<file path="src/rtl/icap_reboot_sequencer_if.sv">
// ICAP port bundle for the multiboot sequencer.
// master drives ce_b/write_b/din and samples busy.
interface icap_reboot_sequencer_if;
  logic        icap_ce_b;
  logic        icap_write_b;
  logic [15:0] icap_din;
  logic        icap_busy;

  modport master (
    output icap_ce_b,
    output icap_write_b,
    output icap_din,
    input  icap_busy
  );

  modport slave (
    input  icap_ce_b,
    input  icap_write_b,
    input  icap_din,
    output icap_busy
  );
endinterface

</file>
<file path="src/rtl/icap_reboot_sequencer.sv">
// Arbitrates SW / DIP reboot requests and streams the ICAP IPROG words.
// Ports: fastclk, rst_b, sw_req/sw_design, dip_in/dip_ref, init_done,
// icap (master), busy, hw_src, design_num. Option: ICAP_GOLDEN_EN.
module icap_reboot_sequencer #(
  parameter logic [23:0] BASE_ADDR   = 24'h000000,
  parameter logic [23:0] STRIDE      = 24'h060000,
  parameter logic [23:0] GOLDEN_ADDR = 24'h000000,
  parameter int          DEBOUNCE_W  = 16
) (
  input  logic        fastclk,
  input  logic        rst_b,
  input  logic        sw_req,
  input  logic [4:0]  sw_design,
  input  logic [3:0]  dip_in,
  input  logic [3:0]  dip_ref,
  input  logic        init_done,
  icap_reboot_sequencer_if.master icap,
  output logic        busy,
  output logic        hw_src,
  output logic [4:0]  design_num
);

`ifdef ICAP_GOLDEN_EN
  localparam logic [3:0] LAST = 4'd14;
`else
  localparam logic [3:0] LAST = 4'd10;
`endif

  typedef enum logic [1:0] {
    IDLE, CALC, SEND, DONE
  } state_t;

  state_t                st_q, st_d;
  logic [3:0]            s1_q, s2_q;
  logic [DEBOUNCE_W-1:0] cnt_q, cnt_d;
  logic                  hwp_q, hwp_d;
  logic                  swp_q, swp_d;
  logic [4:0]            swd_q, swd_d;
  logic [4:0]            dn_q, dn_d;
  logic                  hs_q, hs_d;
  logic [23:0]           addr_q, addr_d;
  logic [3:0]            idx_q, idx_d;
  logic [15:0]           din_q, din_d;
  logic                  ce_q, ce_d;
  logic                  wr_q, wr_d;

  function automatic logic [15:0] bswap(
    input logic [15:0] w
  );
    logic [15:0] o;
    for (int i = 0; i < 8; i++) begin
      o[i]    = w[7-i];
      o[15-i] = w[8+i];
    end
    return o;
  endfunction

  function automatic logic [15:0] raw_word(
    input logic [3:0]  i,
    input logic [23:0] a
  );
    logic [15:0] w;
    case (i)
      4'd0:    w = 16'hFFFF;
      4'd1:    w = 16'hAA99;
      4'd2:    w = 16'h5566;
      4'd3:    w = 16'h3261;
      4'd4:    w = a[15:0];
      4'd5:    w = 16'h3281;
      4'd6:    w = {8'h03, a[23:16]};
`ifdef ICAP_GOLDEN_EN
      4'd7:    w = 16'h32A1;
      4'd8:    w = GOLDEN_ADDR[15:0];
      4'd9:    w = 16'h32C1;
      4'd10:   w = {8'h03, GOLDEN_ADDR[23:16]};
      4'd11:   w = 16'h30A1;
      4'd12:   w = 16'h000E;
`else
      4'd7:    w = 16'h30A1;
      4'd8:    w = 16'h000E;
`endif
      default: w = 16'h2000;
    endcase
    return w;
  endfunction

  always_ff @(posedge fastclk or negedge rst_b) begin
    if (!rst_b) begin
      st_q   <= IDLE;
      s1_q   <= '0;
      s2_q   <= '0;
      cnt_q  <= '0;
      hwp_q  <= 1'b0;
      swp_q  <= 1'b0;
      swd_q  <= '0;
      dn_q   <= '0;
      hs_q   <= 1'b0;
      addr_q <= '0;
      idx_q  <= '0;
      din_q  <= 16'hFFFF;
      ce_q   <= 1'b1;
      wr_q   <= 1'b1;
    end else begin
      st_q   <= st_d;
      s1_q   <= dip_in;
      s2_q   <= s1_q;
      cnt_q  <= cnt_d;
      hwp_q  <= hwp_d;
      swp_q  <= swp_d;
      swd_q  <= swd_d;
      dn_q   <= dn_d;
      hs_q   <= hs_d;
      addr_q <= addr_d;
      idx_q  <= idx_d;
      din_q  <= din_d;
      ce_q   <= ce_d;
      wr_q   <= wr_d;
    end
  end

  always_comb begin
    st_d   = st_q;
    cnt_d  = cnt_q;
    hwp_d  = hwp_q;
    swp_d  = swp_q | sw_req;
    swd_d  = sw_req ? sw_design : swd_q;
    dn_d   = dn_q;
    hs_d   = hs_q;
    addr_d = addr_q;
    idx_d  = idx_q;
    din_d  = din_q;
    ce_d   = ce_q;
    wr_d   = wr_q;

    // Counter saturates at all-ones; the flag stays up until accepted.
    if (!init_done || s2_q == dip_ref) begin
      cnt_d = '0;
    end else if (!(&cnt_q)) begin
      cnt_d = cnt_q + 1'b1;
    end
    if (init_done && (&cnt_q)) begin
      hwp_d = 1'b1;
    end

    case (st_q)
      IDLE: begin
        if (init_done && hwp_q) begin
          hwp_d = 1'b0;
          dn_d  = 5'b10000;
          hs_d  = 1'b1;
          wr_d  = 1'b0;
          st_d  = CALC;
        end else if (init_done && swp_q) begin
          swp_d = 1'b0;
          dn_d  = swd_q;
          hs_d  = 1'b0;
          wr_d  = 1'b0;
          st_d  = CALC;
        end
      end
      CALC: begin
        addr_d = BASE_ADDR + STRIDE * {19'd0, dn_q};
        idx_d  = 4'd0;
        din_d  = bswap(raw_word(4'd0, addr_d));
        ce_d   = 1'b0;
        st_d   = SEND;
      end
      SEND: begin
        if (!icap.icap_busy) begin
          if (idx_q == LAST) begin
            ce_d = 1'b1;
            st_d = DONE;
          end else begin
            idx_d = idx_q + 4'd1;
            din_d = bswap(raw_word(idx_d, addr_q));
          end
        end
      end
      default: begin
      end
    endcase
  end

  assign icap.icap_ce_b    = ce_q;
  assign icap.icap_write_b = wr_q;
  assign icap.icap_din     = din_q;
  assign busy              = (st_q != IDLE);
  assign hw_src            = hs_q;
  assign design_num        = dn_q;

endmodule
</file>
<file path="src/flat_wrapper.sv">
// flat-port wrapper written by rule: the top's interface ports become plain ports
module icap_reboot_sequencer_flat 
#(
  parameter logic [23:0] BASE_ADDR   = 24'h000000,
  parameter logic [23:0] STRIDE      = 24'h060000,
  parameter logic [23:0] GOLDEN_ADDR = 24'h000000,
  parameter int          DEBOUNCE_W  = 16
)
  (fastclk, rst_b, sw_req, sw_design, dip_in, dip_ref, init_done, busy, hw_src, design_num, icap_icap_ce_b, icap_icap_write_b, icap_icap_din, icap_icap_busy);
  icap_reboot_sequencer_if icap_i ();
  input  logic fastclk;
  input  logic rst_b;
  input  logic sw_req;
  input  logic [4:0] sw_design;
  input  logic [3:0] dip_in;
  input  logic [3:0] dip_ref;
  input  logic init_done;
  output logic busy;
  output logic hw_src;
  output logic [4:0] design_num;
  output wire logic [$bits(icap_i.icap_ce_b)-1:0] icap_icap_ce_b;
  output wire logic [$bits(icap_i.icap_write_b)-1:0] icap_icap_write_b;
  output wire logic [$bits(icap_i.icap_din)-1:0] icap_icap_din;
  input wire logic [$bits(icap_i.icap_busy)-1:0] icap_icap_busy;
  assign icap_icap_ce_b = icap_i.icap_ce_b;
  assign icap_icap_write_b = icap_i.icap_write_b;
  assign icap_icap_din = icap_i.icap_din;
  assign icap_i.icap_busy = icap_icap_busy;
  icap_reboot_sequencer #(.BASE_ADDR(BASE_ADDR), .STRIDE(STRIDE), .GOLDEN_ADDR(GOLDEN_ADDR), .DEBOUNCE_W(DEBOUNCE_W)) u_core (.fastclk(fastclk), .rst_b(rst_b), .sw_req(sw_req), .sw_design(sw_design), .dip_in(dip_in), .dip_ref(dip_ref), .init_done(init_done), .icap(icap_i), .busy(busy), .hw_src(hw_src), .design_num(design_num));
endmodule
</file>
<file path="config.mk">
export PLATFORM = sky130hd
export DESIGN_NAME = icap_reboot_sequencer_flat
export DESIGN_NICKNAME = d
export VERILOG_FILES = /design/src/rtl/icap_reboot_sequencer_if.sv /design/src/rtl/icap_reboot_sequencer.sv /design/src/flat_wrapper.sv
export SDC_FILE = /design/constraint.sdc
export NUM_CORES = 1
export LEC_CHECK = 0
export ABC_CLOCK_PERIOD_IN_PS = 2600
export CAP_MARGIN = 20
export CORE_MARGIN = 2
export CORE_UTILIZATION = 50
export CTS_BUF_LIST = sky130_fd_sc_hd__clkbuf_8
export CTS_CLUSTER_SIZE = 30
export DETAILED_ROUTE_END_ITERATION = 10
export DONT_BUFFER_PORTS = 1
export GPL_TIMING_DRIVEN = 0
export HOLD_SLACK_MARGIN = 0.05
export PLACE_DENSITY = 0.71
export REMOVE_ABC_BUFFERS = 1
export SETUP_SLACK_MARGIN = 0.5
export SYNTH_ARGS = -nofsm -noshare
export SYNTH_HDL_FRONTEND = slang
export SYNTH_SLANG_ARGS = --single-unit
</file>
<file path="constraint.sdc">
create_clock -name fastclk -period 2.6 [get_ports fastclk]
set_clock_uncertainty 0.1 [all_clocks]
set_input_delay 0.52 -clock fastclk [delete_from_list [all_inputs] [get_ports fastclk]]
set_output_delay 0.52 -clock fastclk [all_outputs]
set_load 0.01 [all_outputs]
</file>
==> flow_summary.toml <==
[outcome]
status = "finished, violations left"
failed_checks = "design-rule violations, negative hold slack"

[sta]
min_period_ns = 1.95
rsz0062_at_grt = "false"
worstMarginPinSlew_ns = 0.908
clock.fmax_mhz = 513
setup_viol = 0
drv_slew = 0
fin_crit_sh = 0.750
fin_setup_tns_ns = 0
slew_headroom = 0.393
holdWs_ns = -0.229
finalHoldViolations = 66

[final_layout]
mostFrequentLayoutCells = "47 x dfrtp_1, 32 x nor2_1, 21 x a21oi_1"
final_layout_size_suffix_gt1_frac = 0.225
final_util = 0.568
diodes = 0
nets = 347
final_common_cell = "dfrtp_1"
area_delta_synth_final_pct = 9.21

[global_routing]
gr-usage-met1 = 0.249
antenna_found_initial = 0
grt_pass1_wl_mm = 10.4
grt-busiest-layer = "met2"
grt-ovfl-total = 0
grt_max_degree = 67
groute.layer.met3.usage = 0.0414
grtUsageTotal = 0.176
met2_usage = 0.262
grt_pass1_vias = 2188

[logic_synthesis]
synth_cells = 304
syn_avg_cell_area_um2 = 11.0
syn_area_um2 = 3340
synth_edf_count = 0
synth-seq-cells = 66
synth_ff_type = "dfrtp_1"
yosysSeqAreaShare = 0.500
ys_types = 62
yosysWarningCount = 0
async_reset_ff_frac = 1.00

[detailed_routing]
route.detailed.drc = 4
drt_iter0_drc = 151
avgRoutedWirePerCell_um = 15.0
antenna_left = 0
dr.pass1.iters = 7
routed_via_density = 5.76
vias = 2265
wl_mm = 5.90

[cts]
ctsRootBufferMaster = "clkbuf_8"
clock_sinks = 66
clockBufferDepth = 2
ctsHtreeMaxLevel = 3
cts_tree = "done"
clkLatencyLatePin_ns = 0.33
numCtsBuffers = 9
clk_pin_slew_ns = 0.08

[die]
initial_core_util = 0.520
top_level_ports = 43
coreArea_um2 = 6420
fp.dieW_um = 85.7
row_count = 29
fp.dieArea_um2 = 7350
die_h_um = 85.7

[critical_path]
worst_r2r_path_depth = 6
cp-end-kind = "flop"
crit_type = "flop to flop"
cpMostUsedCell = "inv_1"
crit_buf_inv = 2
reg2reg_slack_ns = 0.65
reg2reg_to = "u_core.icap.icap_din[2]"
crit_fanout = 8
cp_top_family = "compound AO/OA/AOI/OAI gates"
critPathMaxStageDelay_ns = 0.50
cp.arrival_ns = 2.12
crit_chain = "inv_1 > ha_1 > inv_1 > o32ai_4 > a22oi_1 > a21oi_1"
cp_slowest_cell = "dfrtp_1"
cp.required_ns = 2.77
rr_startpoint = "u_core.idx_q[1]"
startpoint_type = "flop"

[placed_design]
port_buffers = 0
post-dp-hpwl_mm = 3.99
gp_congestion = 0.843

[min_path]
hp-class = "input port to asynchronous set/reset pin"

[power]
power-per-cell-area_nw_per_um2 = 956
power.leakage_nw = 1.52
peakVddDrop_uv = 601

[flow_run]
cap_violations = 0
registers in the layout (all words and copies together), names as in the netlist, 2 cells and up:
signal and cells:
u_core.swd_q 5, u_core.design_num 5, u_core.addr_q 7, u_core.s2_q 4, u_core.cnt_q 16, u_core.st_q 2, u_core.icap.icap_din 14, u_core.s1_q 4
u_core.idx_q 4
stage by stage:
step / hold slack [ns] / total power, mW / setup slack [ns] / std cells / instance area, um2
after detailed placement: 0.127 / 2.54 / 0.0660 / 370 / 3370
final: -0.229 / 3.49 / 0.650 / 393 / 3650
after CTS: -0.245 / 3.52 / 0.547 / 392 / 3630
after global routing: -0.246 / 3.74 / 0.521 / 393 / 3650
after floorplan: 0.124 / 2.31 / 0.561 / 293 / 3280
after global placement: 0.126 / 2.50 / 0.121 / 370 / 3370
worst max path at each step:
stage,slack (ns),cells after the start,endpoint,from
final,0.65,6,u_core.icap.icap_din[2],u_core.idx_q[1]
after global routing,0.52,6,u_core.icap.icap_din[2],u_core.idx_q[1]
after CTS,0.55,6,u_core.icap.icap_din[0],u_core.idx_q[0]
after detailed placement,0.07,7,u_core.idx_q[2],u_core.idx_q[0]
after global placement,0.12,7,u_core.idx_q[2],u_core.idx_q[0]
after floorplan,0.56,7,u_core.idx_q[2],u_core.idx_q[0]
repair_timing:
item | CTS | global route
setup endpoints to repair | 18 | 19
endpoints found under the hold margin | 66 | 66
resized for setup | 1 | 4
buffers inserted | 6 | 1
pin swaps | 0 | 1
Yosys cell counts (4+ instances only):
master   number  area (um2)
inv_1        19        71.3
a31oi_1       5        31.3
o21ai_0       9        45.0
xnor2_1       5        43.8
buf_2         6        30.0
dfrtp_1      50        1250
dfstp_2      16         420
nand2_1      13        48.8
o22a_1        5        43.8
and2_1        4        25.0
a22o_1        4        35.0
xor2_1       12         105
nor3_1        4        20.0
nand3_1       5        25.0
nor2_1       32         120
mux2_2        9         101
buf_4         4        30.0
ha_1         17         213
a21oi_1      21         105
final cells by class:
cell class	count	area, um2
clock buffers	10	138
multi-input cells	208	1540
inverters	19	71.3
clock inverters	6	58.8
flip-flops and latches	66	1680
well taps	77	96.3
fillers	534	2770
repair buffers	7	65.1
per-layer routing:
layer	vias to the layer above	share of wire
li1	1093	-
met1	1105	0.49
met2	56	0.44
met3	11	0.048
met4	0	0.020
met5	-	0
where the power goes:
| group | internal, mW | switching, mW | leakage, nW |
|---|---|---|---|
| combinational | 0.513 | 0.559 | 0.623 |
| sequential | 1.30 | 0.269 | 0.800 |
| clock | 0.462 | 0.384 | 0.0995 |
| total | 2.28 | 1.21 | 1.52 |
cell families (layout without fill, tap and decap cells):
| logic type | Yosys count | count (layout) | share of synthesized area |
|---|---|---|---|
| simple gates | 83 | 83 | 0.132 |
| compound gates | 78 | 78 | 0.172 |
| flops | 66 | 66 | 0.500 |
| buf+inv | 30 | 42 | 0.0404 |
| fa+ha+maj | 18 | 18 | 0.0697 |
| xor+xnor | 18 | 18 | 0.0494 |
| mux | 11 | 11 | 0.0363 |
No activity file was read; power rests on OpenSTA's default activity.
